### config.mk
export PLATFORM = sky130hd
export DESIGN_NAME = fetch_unit
export DESIGN_NICKNAME = d
export VERILOG_FILES = /design/src/rtl/fetch_unit.sv
export SDC_FILE = /design/constraint.sdc
export NUM_CORES = 1
export LEC_CHECK = 0
export BUFFER_PORTS_ARGS = -buffer_cell sky130_fd_sc_hd__buf_4
export CAP_MARGIN = 20
export CELL_PAD_IN_SITES_DETAIL_PLACEMENT = 0
export CELL_PAD_IN_SITES_GLOBAL_PLACEMENT = 1
export CORE_ASPECT_RATIO = 1.25
export CORE_MARGIN = 1.5
export CORE_UTILIZATION = 43
export CTS_BUF_LIST = sky130_fd_sc_hd__clkbuf_8
export DETAILED_ROUTE_END_ITERATION = 8
export GPL_ROUTABILITY_DRIVEN = 1
export HOLD_SLACK_MARGIN = 0.15
export PLACE_DENSITY_LB_ADDON = 0.1
export SYNTH_ARGS = -nofsm -noshare
export SYNTH_HDL_FRONTEND = slang
export SYNTH_SLANG_ARGS = --single-unit
### constraint.sdc
create_clock -name clk -period 3.7 [get_ports clk]
set_clock_uncertainty 0.15 [all_clocks]
set_input_delay 0.185 -clock clk [delete_from_list [all_inputs] [get_ports clk]]
set_output_delay 0.185 -clock clk [all_outputs]
set_load 0.05 [all_outputs]
### src/rtl/fetch_unit.sv
// fetch_unit: instruction fetch stage feeding the decoder.
//
// Holds the fetch PC, issues one word read at a time to instruction memory
// over a req/ack handshake, and keeps up to two fetched instructions in a
// small FIFO whose registered head is presented to decode.  A redirect
// flushes the FIFO and retargets fetch.  If a request is still waiting for
// its ack, the unit first drains that request and then moves to the target.
//
// Ports:
//   clk          system clock, all state updates on the rising edge
//   rst_n        synchronous active-low reset
//   imem_req     read request to instruction memory
//   imem_addr    word address of the request, held until ack
//   imem_ack     request accepted, imem_data valid in the same cycle
//   imem_data    instruction word returned with imem_ack
//   stall        decode cannot accept an instruction this cycle
//   redirect     taken branch/jump, single-cycle pulse
//   redirect_pc  new fetch target, valid with redirect
//   inst         instruction at the buffer head
//   inst_pc      word address of inst
//   inst_valid   inst/inst_pc are valid
module fetch_unit #(
  parameter logic [15:0] RESET_PC = 16'h0000,
  parameter int          DEPTH    = 2
) (
  input  logic        clk,
  input  logic        rst_n,
  output logic        imem_req,
  output logic [15:0] imem_addr,
  input  logic        imem_ack,
  input  logic [15:0] imem_data,
  input  logic        stall,
  input  logic        redirect,
  input  logic [15:0] redirect_pc,
  output logic [15:0] inst,
  output logic [15:0] inst_pc,
  output logic        inst_valid
);

  typedef enum logic {
    FETCH = 1'b0,
    DRAIN = 1'b1
  } state_t;

  localparam logic [1:0] FULL = 2'(DEPTH);

  state_t      state, state_next;
  logic [15:0] fetch_pc, fetch_pc_next;
  logic [15:0] target_pc, target_pc_next;
  logic [1:0]  count;
  logic        started;
  logic        push, pop;

  // Two-entry FIFO: head is what decode sees, tail is the younger entry.
  logic [15:0] head_inst, head_pc;
  logic [15:0] tail_inst, tail_pc;

  assign inst       = head_inst;
  assign inst_pc    = head_pc;
  assign inst_valid = (count != 2'd0);
  // In DRAIN fetch_pc has not moved yet, so the pending address stays put.
  assign imem_addr  = fetch_pc;

  always_comb begin
    state_next     = state;
    fetch_pc_next  = fetch_pc;
    target_pc_next = target_pc;
    imem_req       = 1'b0;
    unique case (state)
      FETCH: begin
        // started keeps req low for the first cycle after reset release.
        imem_req = started && (count != FULL);
        if (redirect) begin
          if (imem_req && !imem_ack) begin
            // Request is in flight: it must complete before retargeting.
            target_pc_next = redirect_pc;
            state_next     = DRAIN;
          end else begin
            fetch_pc_next = redirect_pc;
          end
        end else if (imem_req && imem_ack) begin
          fetch_pc_next = fetch_pc + 16'd1;
        end
      end
      DRAIN: begin
        imem_req = 1'b1;
        if (imem_ack) begin
          // Drained word is dropped; a redirect arriving with the ack wins.
          state_next    = FETCH;
          fetch_pc_next = redirect ? redirect_pc : target_pc;
        end else if (redirect) begin
          target_pc_next = redirect_pc;
        end
      end
      default: begin
        state_next = FETCH;
      end
    endcase
  end

  assign push = (state == FETCH) && imem_req && imem_ack && !redirect;
  assign pop  = inst_valid && !stall && !redirect;

  always_ff @(posedge clk) begin
    if (!rst_n) begin
      state     <= FETCH;
      fetch_pc  <= RESET_PC;
      target_pc <= RESET_PC;
      started   <= 1'b0;
      count     <= 2'd0;
      head_inst <= 16'h0000;
      head_pc   <= 16'h0000;
      tail_inst <= 16'h0000;
      tail_pc   <= 16'h0000;
    end else begin
      state     <= state_next;
      fetch_pc  <= fetch_pc_next;
      target_pc <= target_pc_next;
      started   <= 1'b1;
      if (redirect) begin
        // Flush only clears the count; head keeps its last values.
        count <= 2'd0;
      end else begin
        unique case ({push, pop})
          2'b10: begin
            count <= count + 2'd1;
            if (count == 2'd0) begin
              head_inst <= imem_data;
              head_pc   <= fetch_pc;
            end else begin
              tail_inst <= imem_data;
              tail_pc   <= fetch_pc;
            end
          end
          2'b01: begin
            count <= count - 2'd1;
            // Popping the last entry leaves the head holding stale values.
            if (count == 2'd2) begin
              head_inst <= tail_inst;
              head_pc   <= tail_pc;
            end
          end
          2'b11: begin
            if (count == 2'd1) begin
              head_inst <= imem_data;
              head_pc   <= fetch_pc;
            end else begin
              head_inst <= tail_inst;
              head_pc   <= tail_pc;
              tail_inst <= imem_data;
              tail_pc   <= fetch_pc;
            end
          end
          default: begin
          end
        endcase
      end
    end
  end

endmodule

# [After elaboration in Yosys (flattened, before gate mapping)]
# Index checks and enable logic that the tools add are counted.
[totals] regBits=100 input_bits=37 output_inout_bits=50 elab_cells=83
[classes] addsub=3 n_eq_ne=16 muxes=31 bitwise=3 reduce_logical=21
[ops] op="16-bit 2-to-1 mux" count=18
[ops] op="16-bit one-hot mux with 2 select lines" count=4
[ops] op="16-bit one-hot mux with 3 select lines" count=2
[ops] op="2-bit != test, second input constant" count=9
[ops] op="16-bit by 1-bit adder with 16-bit output, second input constant" count=1
[ops] op="1-bit logical AND" count=8
[ops] op="4-bit AND reduction" count=2
[ops] op="2-bit == test, second input constant" count=3
[ops] op="3-bit != test, second input constant" count=2
[ops] op="3-bit AND reduction" count=2
[ops] op="2-bit nonzero test" count=3
[ops] op="2-bit by 1-bit == test with 1-bit output, second input constant" count=2
[ops] op="1-bit 2-to-1 mux" count=4
[ops] op="1-bit one-hot mux with 2 select lines" count=2
[ops] op="2-bit one-hot mux with 2 select lines" count=1
[ops] op="1-bit zero test" count=3
[ops] op="1-bit NOT" count=3
[ops] op="3-bit nonzero test" count=1
[ops] op="2-bit by 1-bit adder with 2-bit output, second input constant" count=1
[ops] op="2-bit zero test" count=1
[ops] op="2-bit OR reduction" count=1
[ops] op="2-bit by 1-bit subtractor with 2-bit output, second input constant" count=1

# [Longest topological paths before layout]
[depth] depth_word=9 ltp_mapped=12 mapped_depth_nobuf=10

# [Least setup slack after synthesis]
# Ideal clock, no wire load.
[synth_timing] kind="reg2reg" start="register count[0]" end="register head_inst[0], in the netlist inst[0]" setup_time_ns=0.122 arrival_time_ns=2.358 required_time_ns=3.428 slack_ns=1.070 stages_incl_launch_ff=11 n_path_buf=2 synth_period_minus_slack_ns=2.630 path_cell_list="dfxtp_1 inv_1 ha_1 or3_4 ha_1 nor2b_1 or4_1 buf_2 buf_6 a221oi_2 nor3b_1"
[synth_between] elab_chain_len=9 word_cells_on_any_way=21 classes_between="eq/ne (8); mux (3); reduce/logical (10)"
[synth_lines] element="start: declaration" line="50" text="logic [1:0] count;"
[synth_lines] element="start signal: assignment" line="126" text="count <= count + 2'd1;"
[synth_lines] element="start signal: assignment" line="136" text="count <= count - 2'd1;"
[synth_lines] element="2-bit != test" line="72" text="imem_req = started && (count != FULL);"
[synth_lines] element="1-bit logical AND" line="72"
[synth_lines] element="1-bit one-hot mux with 2 select lines" line="69" text="unique case (state)"
[synth_lines] element="1-bit logical AND (3 in series)" line="101" text="assign push = (state == FETCH) && imem_req && imem_ack && !redirect;"
[synth_lines] element="2-bit by 1-bit == test with 1-bit output / 2-bit == test (equally long branches)" line="124" text="unique case ({push, pop})"
[synth_lines] element="2-bit != test (no line) / 3-bit nonzero test (equally long branches)"
[synth_lines] element="4-bit AND reduction (no line)"
[synth_lines] element="end signal: assignment" line="128" text="head_inst <= imem_data;"
[synth_lines] element="end signal: assignment" line="139" text="head_inst <= tail_inst;"
[synth_lines] element="end signal: assignment" line="145" text="head_inst <= imem_data;"
[synth_lines] element="end: declaration" line="55" text="logic [15:0] head_inst, head_pc;"
# Parallel ways exist; a longest one is shown, timed or not.
# A chain may end at the register's enable or synchronous reset.

# [Final worst setup path]
[layout_timing] start="register count[0]" end="register head_inst[6], in the netlist inst[6]"
# Same word-level chain as after synthesis.

==> results.md <==
- The slowest stage of the critical path is the sky130_fd_sc_hd__or4_2 cell.
- The sum of internal, switching and leakage power is 2.28 mW.
- The number of diodes added for antenna fixing is 0.
- STA puts the critical path data required time at 3810 ps.
- Final hold analysis gives a worst-case slack of 199 ps.
- The portion of the clock cycle consumed by the worst path in the final layout is 85.6%.
- The placement row count is 43.
- Prior to clock tree synthesis, the placed netlist has a worst setup slack of 547 ps.
- Together, buffers and inverters on the worst path number 2.
- The number of cells produced by synthesis is 554.
- The library cell with the largest summed area after synthesis is sky130_fd_sc_hd__dfxtp_1.
- STA classifies the critical path endpoint as a flop.
- In this run the static leakage power is 2.35 nW.
- The top cell type by area accounts for 41.1% of the synthesized area.
- Clock-pin slew was measured on the worst setup and hold paths at 100 ps.
- The number of buffers created by CTS is 9.
- For this block, the via count after detailed routing is 4,231.
- The number of antenna violations at the first check in global routing is 0.
- The data arrival at the endpoint of the critical path is 3280 ps.
- The area growth from synthesis to layout is 25.3%.
- The first global-routing pass estimated 19,700 um of wire.
- In this run the cell area of the synthesized design comes to 4870 sq um.
- Once the clock tree was built, the setup fixing pass inserted 0 buffers.
- Along the worst path, the maximum fanout reaches 13.
- The flow ran to the end, and the final reports show no timing, DRC or antenna violations.
- The largest single stage delay on the critical path is 720 ps.
- The path class of the lowest-slack min-delay path is input pin to flop.
- The number of input and output port buffers inserted is 86.
- The violation count after the first detailed-routing iteration is 172.
- The final hold violation count is 0.
- At the pin with the least slew margin, the transition time is 937 ps.
- The peak ir drop on the vdd network is 0.170 mV.
- The worst reg2reg path endpoint is inst[6]$_SDFFE_PN0P_.
- The count of nets left with antenna violations once routing finished came out at 0.
- The net count of the finished layout is 692.
- The sum of net half-perimeters after detailed placement is 7810 um.
- Counting cells, the worst reg-to-reg path comes to 10.
- STA classifies the critical path startpoint as a flop.
- The width of the die is 98.1 um.
- The most critical setup path has its startpoint at count[0]$_SDFFE_PP0P_.
- The region available for standard cell placement spans 11,100 sq um.
- TritonCTS built the clock tree.
- For hold timing, the worst endpoint is count[1]$_SDFFE_PP0P_.
- The distinct cell type count of the synthesized netlist is 53.
- Entering global routing, the biggest net connects 103 pins.
- The launch point of the worst hold path is stall.
- The post-detailed-route via-to-cell ratio is 5.38.
- The root buffer cell is sky130_fd_sc_hd__clkbuf_8.
- Measured along the y axis, the die boundary spans 122 um.
- The post-synth net total is 599.
- Counting instances, the worst hold path has a depth of 4.
- The initial cell density of the core is 43.9%.
- Of the cells placed in the final design, the portion with a size suffix greater than 1 is 23.3%.
- After layout, the worst setup slack is 535 ps.
- The maximum frequency from static timing analysis is 0.316 GHz.
- The relative max-transition margin is 36.3%.
- The signal on the critical path passes through inv_1 -> ha_1 -> nor2b_1 -> nand3_1 -> ha_1 -> nor2b_1 -> or4_2 -> buf_4 -> a221oi_2 -> nor3b_1.
- The cell type group with the largest total delay on the critical path is simple AND/OR/NAND/NOR gates.
- After routing, the total negative slack on setup checks comes to 0 ps.
- The area of the die is 12,000 sq um.
- The number of top-level design ports is 87.
- In this run, placement finished with an instance count of 736.
- The H-tree was split into 3 levels.
- Clock latency on the worst-skew pair, taken at its later pin, is 370 ps.
- The worst register-to-register path begins at count[0]$_SDFFE_PP0P_.
- Setup repair after global routing left no endpoint under its margin.
- The max-slew violation total from the final report is 0.
- The final number of setup-violating endpoints is 0.
- The aggregate global routing overflow is 0.
- The routed wire length is 12,200 um.
- The Yosys warning count is 0.
- The flop-to-flop setup slack is 530 ps.
- After synthesis, the mean cell area works out to 8.78 sq um.
- The share of flip-flops with an asynchronous set or reset after synthesis is 0%.
- The setup path with the least slack is of type flop to flop.
- CTS saw 100 sinks.
- In the synthesized netlist, the cells that appear most often are sky130_fd_sc_hd__nand2_1 (105), sky130_fd_sc_hd__dfxtp_1 (100), sky130_fd_sc_hd__a21boi_0 (46), sky130_fd_sc_hd__nor2_1 (46), sky130_fd_sc_hd__nor3b_1 (37).
- The routed wire length per instance is 15.5 um.
- In the routed design, unresolved DRC markers number 0.
- The part of the Yosys area used for sequential elements is 41.1%.
- The total track usage is 20.4%.
- Gates resized during post-CTS repair numbered 0.
- The number of buffers added to fix hold violations after cts is 34.
- The via count of the first global-routing pass was 4,012.
- Routability-driven placement finished with a final weighted congestion of 0.799.
- The maximum count of clock buffers along a single path is 2.
- Synthesis inferred 100 register bits.
- The number of synthesized flops with an enable pin is 0.
- The most frequently used flop master after synthesis is sky130_fd_sc_hd__dfxtp_1.
- In the post-synthesis netlist, the biggest area contributors are sky130_fd_sc_hd__dfxtp_1 (41%), sky130_fd_sc_hd__a221oi_2 (9.3%), sky130_fd_sc_hd__nand2_1 (8.1%).
- The number of standard cells in the final layout excluding fillers is 787.
- The most repeated cell in the gate-level netlist after synthesis is sky130_fd_sc_hd__nand2_1.
- The final critical delay including setup and external delays is 3170 ps.
- The max-capacitance violation count is 0.
- The first TritonRoute pass finished after 4 iterations.
- The power per standard cell area is 374 nW/um^2.
-- stage by stage --
step / util, % / cell area (sq um)
floorplan: - / 4870
global placement: 49.9 / 5530
detailed placement: 49.9 / 5530
CTS: 54.8 / 6070
global route: 55.0 / 6100
finish: 55.0 / 6100
-- cell type report --
| class | instances | area [sq um] |
|---|---|---|
| clock buffer | 11 | 151 |
| inverter | 8 | 30.0 |
| tap | 135 | 169 |
| fill | 1049 | 4980 |
| clock inverter | 5 | 51.3 |
| sequential | 100 | 2000 |
| timing repair buffer | 130 | 1080 |
| multi-input combinational | 398 | 2610 |
-- worst max path at each step --
stage | end | slack, ps | cells after the start
3_5_place_dp | inst_pc[8]$_SDFFE_PN0P_ | 550 | 10
2_1_floorplan | inst[0]$_SDFFE_PN0P_ | 1070 | 10
6_report | inst[6]$_SDFFE_PN0P_ | 530 | 10
4_1_cts | inst_pc[8]$_SDFFE_PN0P_ | 540 | 10
5_1_grt | inst[6]$_SDFFE_PN0P_ | 350 | 10
3_3_place_gp | inst_pc[10]$_SDFFE_PN0P_ | 620 | 10
-- power breakdown --
part           leakage [nW]  switching (mW)  internal (mW)
Sequential            0.813          0.0448           1.12
Combinational          1.43           0.238          0.158
Clock                 0.107           0.380          0.345
Total                  2.35           0.663           1.62
-- sequential cells by signal, summed over array words and instances (netlist names) --
register,count
imem_addr,16
inst,16
inst_pc,16
tail_inst,16
tail_pc,16
target_pc,16
count,2
started,1
state,1
-- kinds of logic after synthesis --
family / share of synthesized area (%)
multiplexers: 2.37
AO/OA/AOI/OAI: 25.3
XOR/XNOR: 0.360
buffers and inverters: 5.50
adder cells (fa/ha/maj): 2.06
AND/OR/NAND/NOR: 23.3
flip-flops: 41.1
-- per-layer routing --
layer	GRT usage (%)	vias up	wire, um
met5	0	-	0
met4	7.57	0	193
met3	3.38	19	480
met2	34.3	112	5900
met1	26.4	1960	5620
li1	-	2140	-
-- layout by cell type (no fill, tap or decap), types with 11 or more instances in the layout --
cell type                       instances
sky130_fd_sc_hd__a21boi_0              46
sky130_fd_sc_hd__buf_4                 95
sky130_fd_sc_hd__nor2_1                46
sky130_fd_sc_hd__clkbuf_8              11
sky130_fd_sc_hd__nand3_1               13
sky130_fd_sc_hd__dlygate4sd3_1         34
sky130_fd_sc_hd__nor2b_1               11
sky130_fd_sc_hd__a221oi_2              30
sky130_fd_sc_hd__a21oi_1               12
sky130_fd_sc_hd__nand2_1              104
sky130_fd_sc_hd__nor3b_1               37
sky130_fd_sc_hd__dfxtp_1              100
sky130_fd_sc_hd__o21ai_0               21
-- worst min-delay path, stage by stage --
cell                       delay (ps)
sky130_fd_sc_hd__buf_4             90
sky130_fd_sc_hd__or3_4            140
sky130_fd_sc_hd__ha_1             180
sky130_fd_sc_hd__a211oi_1          80
Note: power is estimated with default switching activity, not from simulation.
